<file path="config.mk">
export PLATFORM = sky130hd
export DESIGN_NAME = sseg_scan_ctrl
export DESIGN_NICKNAME = d
export VERILOG_FILES = /design/src/rtl/sseg_pkg.sv /design/src/rtl/seg_decode.sv /design/src/rtl/sseg_scan_ctrl.sv
export SDC_FILE = /design/constraint.sdc
export NUM_CORES = 1
export LEC_CHECK = 0
export ABC_CLOCK_PERIOD_IN_PS = 2700
export CAP_MARGIN = 20
export CORE_MARGIN = 5
export CORE_UTILIZATION = 51
export CTS_BUF_LIST = sky130_fd_sc_hd__clkbuf_4 sky130_fd_sc_hd__clkbuf_8 sky130_fd_sc_hd__clkbuf_16
export CTS_CLUSTER_SIZE = 10
export DETAILED_ROUTE_END_ITERATION = 10
export PLACE_DENSITY_LB_ADDON = 0.3
export SLEW_MARGIN = 20
export SYNTH_ARGS = -nofsm -noshare
export SYNTH_HDL_FRONTEND = slang
export SYNTH_HIERARCHICAL = 1
export SYNTH_SLANG_ARGS = --single-unit
</file>
<file path="constraint.sdc">
create_clock -name clk -period 2.7 [get_ports clk]
set_input_delay 0.81 -clock clk [delete_from_list [all_inputs] [get_ports clk]]
set_output_delay 0.81 -clock clk [all_outputs]
set_load 0.02 [all_outputs]
</file>
<file path="src/rtl/sseg_pkg.sv">
// Shared constants for the seven-segment scanner: segment patterns {a,b,c,d,e,f,g} per code and the blank code.
package sseg_pkg;

  localparam logic [3:0] BLANK_CODE = 4'hF;

  localparam logic [6:0] SEG_0 = 7'b1111110;
  localparam logic [6:0] SEG_1 = 7'b0110000;
  localparam logic [6:0] SEG_2 = 7'b1101101;
  localparam logic [6:0] SEG_3 = 7'b1111001;
  localparam logic [6:0] SEG_4 = 7'b0110011;
  localparam logic [6:0] SEG_5 = 7'b1011011;
  localparam logic [6:0] SEG_6 = 7'b1011111;
  localparam logic [6:0] SEG_7 = 7'b1110000;
  localparam logic [6:0] SEG_8 = 7'b1111111;
  localparam logic [6:0] SEG_9 = 7'b1111011;
  localparam logic [6:0] SEG_A = 7'b1110111;
  localparam logic [6:0] SEG_B = 7'b0011101;  // 'o'
  localparam logic [6:0] SEG_C = 7'b0110111;  // 'H'
  localparam logic [6:0] SEG_D = 7'b0111101;  // 'd'
  localparam logic [6:0] SEG_E = 7'b1001111;
  localparam logic [6:0] SEG_F = 7'b0000000;

endpackage

</file>
<file path="src/rtl/seg_decode.sv">
// Combinational 4-bit code to seven-segment pattern decoder.
module seg_decode
  import sseg_pkg::*;
(
  input  logic [3:0] code,
  output logic [6:0] sseg
);

  always_comb begin
    sseg = SEG_F;
    unique case (code)
      4'h0: sseg = SEG_0;
      4'h1: sseg = SEG_1;
      4'h2: sseg = SEG_2;
      4'h3: sseg = SEG_3;
      4'h4: sseg = SEG_4;
      4'h5: sseg = SEG_5;
      4'h6: sseg = SEG_6;
      4'h7: sseg = SEG_7;
      4'h8: sseg = SEG_8;
      4'h9: sseg = SEG_9;
      4'hA: sseg = SEG_A;
      4'hB: sseg = SEG_B;
      4'hC: sseg = SEG_C;
      4'hD: sseg = SEG_D;
      4'hE: sseg = SEG_E;
      4'hF: sseg = SEG_F;
    endcase
  end

endmodule

</file>
<file path="src/rtl/sseg_scan_ctrl.sv">
// Multiplexed seven-segment scanner with frame-synchronous content update and blink.
// Define SSEG_SCAN_LZB_EN to blank leading zeros.
module sseg_scan_ctrl
  import sseg_pkg::*;
#(
  parameter int NDIG         = 4,
  parameter int SCAN_DIV     = 50000,
  parameter int BLINK_FRAMES = 64
) (
  input  logic              clk,
  input  logic              rst,
  input  logic              load,
  input  logic [4*NDIG-1:0] digits,
  input  logic [NDIG-1:0]   dots,
  input  logic [NDIG-1:0]   blink,
  output logic              ack,
  output logic [NDIG-1:0]   an,
  output logic [6:0]        sseg,
  output logic              dot
);

  localparam int CW = (SCAN_DIV > 1) ? $clog2(SCAN_DIV) : 1;
  localparam int IW = $clog2(NDIG);
  localparam int FW = (BLINK_FRAMES > 1) ? $clog2(BLINK_FRAMES) : 1;
  localparam logic [CW-1:0] CNT_MAX = CW'(SCAN_DIV - 1);
  localparam logic [IW-1:0] IDX_MAX = IW'(NDIG - 1);
  localparam logic [FW-1:0] FRM_MAX = FW'(BLINK_FRAMES - 1);

  logic [CW-1:0]     cnt_reg, cnt_next;
  logic [IW-1:0]     idx_reg, idx_next;
  logic [FW-1:0]     frm_reg, frm_next;
  logic              phase_reg, phase_next;
  logic              pend_reg, pend_next;
  logic [4*NDIG-1:0] stg_dig_reg, stg_dig_next;
  logic [NDIG-1:0]   stg_dots_reg, stg_dots_next;
  logic [NDIG-1:0]   stg_blink_reg, stg_blink_next;
  logic [4*NDIG-1:0] act_dig_reg, act_dig_next;
  logic [NDIG-1:0]   act_dots_reg, act_dots_next;
  logic [NDIG-1:0]   act_blink_reg, act_blink_next;
  logic              ack_reg, ack_next;
  logic [NDIG-1:0]   an_reg, an_next;
  logic [6:0]        sseg_reg, sseg_next;
  logic              dot_reg, dot_next;

  logic              tick;
  logic              frame_end;
  logic              blink_blank;
  logic [3:0]        code_arr [NDIG];
  logic [3:0]        dec_code;
  logic [6:0]        dec_seg;

  assign tick      = (cnt_reg == CNT_MAX);
  assign frame_end = tick && (idx_reg == IDX_MAX);

  // Scan, blink and staging/commit state.
  always_comb begin
    cnt_next       = tick ? '0 : cnt_reg + 1'b1;
    idx_next       = idx_reg;
    frm_next       = frm_reg;
    phase_next     = phase_reg;
    pend_next      = pend_reg;
    stg_dig_next   = stg_dig_reg;
    stg_dots_next  = stg_dots_reg;
    stg_blink_next = stg_blink_reg;
    act_dig_next   = act_dig_reg;
    act_dots_next  = act_dots_reg;
    act_blink_next = act_blink_reg;
    ack_next       = 1'b0;

    if (tick) begin
      idx_next = (idx_reg == IDX_MAX) ? '0 : idx_reg + 1'b1;
    end

    if (frame_end) begin
      if (frm_reg == FRM_MAX) begin
        frm_next   = '0;
        phase_next = ~phase_reg;
      end else begin
        frm_next = frm_reg + 1'b1;
      end
      if (pend_reg) begin
        act_dig_next   = stg_dig_reg;
        act_dots_next  = stg_dots_reg;
        act_blink_next = stg_blink_reg;
        pend_next      = 1'b0;
        ack_next       = 1'b1;
      end
    end

    // A load on the commit cycle re-arms pending after the old stage is committed.
    if (load) begin
      stg_dig_next   = digits;
      stg_dots_next  = dots;
      stg_blink_next = blink;
      pend_next      = 1'b1;
    end
  end

  // Outputs are derived from next-state values so they register together with the index.
  generate
    for (genvar gi = 0; gi < NDIG; gi++) begin : g_codes
      assign code_arr[gi] = act_dig_next[4*gi +: 4];
    end
  endgenerate

`ifdef SSEG_SCAN_LZB_EN
  logic [NDIG-1:0] lead_zero;
  logic            lz_run;

  always_comb begin
    lz_run    = 1'b1;
    lead_zero = '0;
    for (int i = NDIG - 1; i >= 0; i--) begin
      lz_run       = lz_run && (code_arr[i] == 4'h0);
      lead_zero[i] = lz_run;
    end
  end

  assign dec_code = (lead_zero[idx_next] && (idx_next != '0)) ? BLANK_CODE : code_arr[idx_next];
`else
  assign dec_code = code_arr[idx_next];
`endif

  seg_decode u_seg_decode (
    .code (dec_code),
    .sseg (dec_seg)
  );

  always_comb begin
    blink_blank = phase_next & act_blink_next[idx_next];
    an_next     = {{(NDIG-1){1'b0}}, 1'b1} << idx_next;
    sseg_next   = blink_blank ? 7'b0000000 : dec_seg;
    dot_next    = act_dots_next[idx_next] & ~blink_blank;
  end

  always_ff @(posedge clk) begin
    if (rst) begin
      cnt_reg       <= '0;
      idx_reg       <= '0;
      frm_reg       <= '0;
      phase_reg     <= 1'b0;
      pend_reg      <= 1'b0;
      stg_dig_reg   <= {NDIG{BLANK_CODE}};
      stg_dots_reg  <= '0;
      stg_blink_reg <= '0;
      act_dig_reg   <= {NDIG{BLANK_CODE}};
      act_dots_reg  <= '0;
      act_blink_reg <= '0;
      ack_reg       <= 1'b0;
      an_reg        <= {{(NDIG-1){1'b0}}, 1'b1};
      sseg_reg      <= '0;
      dot_reg       <= 1'b0;
    end else begin
      cnt_reg       <= cnt_next;
      idx_reg       <= idx_next;
      frm_reg       <= frm_next;
      phase_reg     <= phase_next;
      pend_reg      <= pend_next;
      stg_dig_reg   <= stg_dig_next;
      stg_dots_reg  <= stg_dots_next;
      stg_blink_reg <= stg_blink_next;
      act_dig_reg   <= act_dig_next;
      act_dots_reg  <= act_dots_next;
      act_blink_reg <= act_blink_next;
      ack_reg       <= ack_next;
      an_reg        <= an_next;
      sseg_reg      <= sseg_next;
      dot_reg       <= dot_next;
    end
  end

  assign ack  = ack_reg;
  assign an   = an_reg;
  assign sseg = sseg_reg;
  assign dot  = dot_reg;

endmodule

</file>
==> results.cfg <==
[status]
outcome = finished, violations left
violations = negative setup slack

[placement]
pre_cts_ws_ns = -0.170
postPlaceCellArea_um2 = 4650
port_buffers = 39
routabilityCongestion = 0.803
dp.cells = 544
detailed_place_hpwl_mm = 5.51

[detailed_routing]
drt_first_iter_violations = 141
routed_wl_mm = 10.0
first_pass_iters = 4
wl_per_cell_um = 16.8
via_to_cell_ratio = 5.34
post-route-drc-count = 0
detail-route-antenna-nets = 0
via_count = 3185

[sta]
slew-limit-headroom_pct = 61.8
final_setup_violation_count = 8
rsz_0062_raised_after_global_routing = yes
period_minus_slack_ns = 2.97
timing.clock.skew_ns = 0.00908
fin_ws_ns = -0.267
fmax_achieved_mhz = 337
period_share_pct = 110
worst-slew-pin-transition_ns = 0.573
final_hold_viol_count = 0
report.final.slew_viol_count = 0

[worst_setup_path]
setup.worst_path.start = cnt_reg[13]
cp_data_arrival_time_ns = 3.24
slowest_delay_ns = 0.38
critical_path.reg2reg.startpoint = cnt_reg[13]
worst-endpoint-required_ns = 2.97
worstPathCellList = buf_4 > nor4b_4 > nand4_4 > mux2i_4 > buf_12 > mux2i_2 > mux2_4 > inv_6 > ha_1 > mux2i_1 > nor2_1 > a21oi_1 > nor4b_2
critical_register_to_register_path_endpoint = sseg[3]
timing.critical_path.to = sseg[3]
reg2regPathDepth = 13
critical-path-slowest-cell = nor4b_4
r2r_slack_ns = -0.27
category_of_the_worst_setup_path_launch_point = flop
critical_path_start_end_classification = reg2reg
critical_path_peak_fanout = 9
critical_path.endpoint_type = flop

[power]
ir_worst_vdd_mv = 0.300
power-per-cell-area_nw_per_um2 = 417
total_net_switching_power_mw = 0.543
p_leak_nw = 2.17
power.sequential.fraction_pct = 58.2
internal_power_mw = 1.76
share_comb_of_total_power_pct = 5.9
totalPowerFinal_mw = 2.30
netSwitchingFraction_pct = 23.6
clock_power_share_pct = 36.0

[synthesis]
number_of_flops_mapped_to_enable_cells_by_yosys = 0
async_flop_share_pct = 0
flip_flop_cell_with_the_highest_count_after_synthesis = dfxtp_1
synthesis.nets = 418
syn-mean-instance-area_um2 = 10.1
count_of_yosys_warnings_during_synthesis = 6
synth-seq-area-share_pct = 44.9
synth_top_cell_by_area = dfxtp_1
yosys_register_bits = 87
synthDominantCellAreaShare_pct = 44.9
syn-cell-area_um2 = 3880
ys_top_cells_by_area = dfxtp_1 45%, mux2i_1 9.8%, nor2_1 4.6%
netlist-cell-type-count = 48
syn-instance-count = 382

[clocking]
clock-root-buffer = clkbuf_8
cts_htree_levels = 3
cts.sink_count = 87
clock_tree_from_tritoncts = built
ctsLongestPathBuffers = 2
cts_made_buffers = 9
holdBufCountCts = 0
clock_insertion_delay_worst_skew_ns = 0.36
clk_pin_slew_ns = 0.08

[grt]
grt_pass1_vias = 3197
grt_start_max_net_pins = 42
first_pass_grt_wire_length_mm = 15.5
antenna_found_initial = 0
global_route.usage.total_pct = 20.1
grt_remaining_overflow = 0

[die]
core_um2 = 7330
initial_core_utilization_pct = 52.9
chipHeight_um = 97.2
fp.dieW_um = 97.2
floorplan.io_pins = 40
floorplan.die_area_um2 = 9440
num_rows = 31

[layout]
layout.nets = 528
layout.filler_cells = 486
multi_input_comb_area_um2 = 2390
area_growth_pct = 42.5
finalInstanceArea_um2 = 5520
register_area_um2 = 1750
utilization_pct = 75.3
antennaDiodeCount = 0
finalNonFillerCells = 596
fraction_of_layout_cells_with_a_size_suffix_above_1_pct = 34.8

[hold_path]
hold_class = reg2reg
hold_path_startpoint = act_dots_reg[2]

[flow_run]
cap_violations = 0
critical path: cells and delay by family, from the launching register on:
family	cells	cell delay [ns]
adder cells (fa/ha/maj)	1	0.22
AND/OR/NAND/NOR	4	0.89
AO/OA/AOI/OAI	1	0.17
multiplexers	4	0.88
flip-flops	1	0.33
buffers and inverters	3	0.37
what timing repair did:
action	in CTS	in global routing
gates cloned	3	0
gates resized for setup	53	32
buffers inserted	26	8
setup endpoints to repair	7	9
pin swaps	10	14
power by group through the flow:
| stage | logic [mW] | clock network (mW) | registers [mW] |
|---|---|---|---|
| final | 0.135 | 0.828 | 1.34 |
| after CTS | 0.132 | 0.842 | 1.33 |
| after floorplan | 0.0710 | 0 | 1.35 |
| after global routing | 0.148 | 0.900 | 1.34 |
| after global placement | 0.127 | 0 | 1.36 |
| after detailed placement | 0.129 | 0 | 1.36 |
Yosys cell counts, types with 5 or more instances:
master    instances
dfxtp_1          87
nor2_1           47
mux2i_1          38
nand2_1          19
nand2b_1         18
a211o_1          16
nor2b_1          16
a21oi_1          11
clkbuf_1         10
xnor2_1          10
xor2_1           10
ha_1              9
inv_1             8
nor4b_1           8
mux2_2            7
nand3_1           7
and3_1            5
o21ai_1           5
cells in the final DEF (no fill, tap or decap), types with 7 or more instances in the layout:
master,instances
dfxtp_1,81
buf_4,71
nor2_1,47
clkdlybuf4s50_1,38
nand2b_1,18
mux2i_1,17
nor2b_1,16
a211o_1,16
nand2_1,15
mux2i_4,13
a21oi_1,11
xor2_1,10
xnor2_1,10
clkbuf_8,10
mux2i_2,9
nand3_1,7
stage by stage:
step / hold slack [ns] / setup TNS, ns
2_1_floorplan: 0.413 / 0
3_3_place_gp: 0.441 / -0.417
3_5_place_dp: 0.445 / -0.945
4_1_cts: 0.456 / -0.245
5_1_grt: 0.481 / -2.30
6_report: 0.455 / -1.31
routing by layer:
| layer | vias to the layer above | track usage, % | part of all wire, % |
|---|---|---|---|
| met4 | 0 | 6.59 | 2.8 |
| met1 | 1525 | 23.4 | 40 |
| met2 | 89 | 35.9 | 53 |
| li1 | 1542 | - | - |
| met3 | 29 | 4.95 | 4.5 |
| met5 | - | 0 | 0 |
cell families after synthesis:
| group | after synthesis | share of synthesized area [%] |
|---|---|---|
| AND/OR/NAND/NOR | 143 | 21.0 |
| flip-flops | 87 | 44.9 |
| adder cells (fa/ha/maj) | 9 | 2.91 |
| buffers and inverters | 30 | 4.36 |
| AO/OA/AOI/OAI | 46 | 9.43 |
| XOR/XNOR | 20 | 4.52 |
| multiplexers | 47 | 12.8 |
layout make-up:
class                   count  area share, %
clock buffers              11           2.63
clock inverters             5          0.612
inverters                   8          0.680
multi-input cells         267           43.2
flip-flops and latches     87           31.7
well taps                  99           2.24
repair buffers            119           18.9
worst min path at each step:
stage	end	slack [ns]	cells after the start
CTS	act_dots_reg[2]	0.46	2
floorplan	cnt_reg[0]	0.41	1
finish	act_dots_reg[2]	0.46	2
global route	act_dots_reg[2]	0.48	2
detailed placement	act_dots_reg[2]	0.44	2
global placement	act_dots_reg[2]	0.44	2
(Power assumes the default switching activity.)
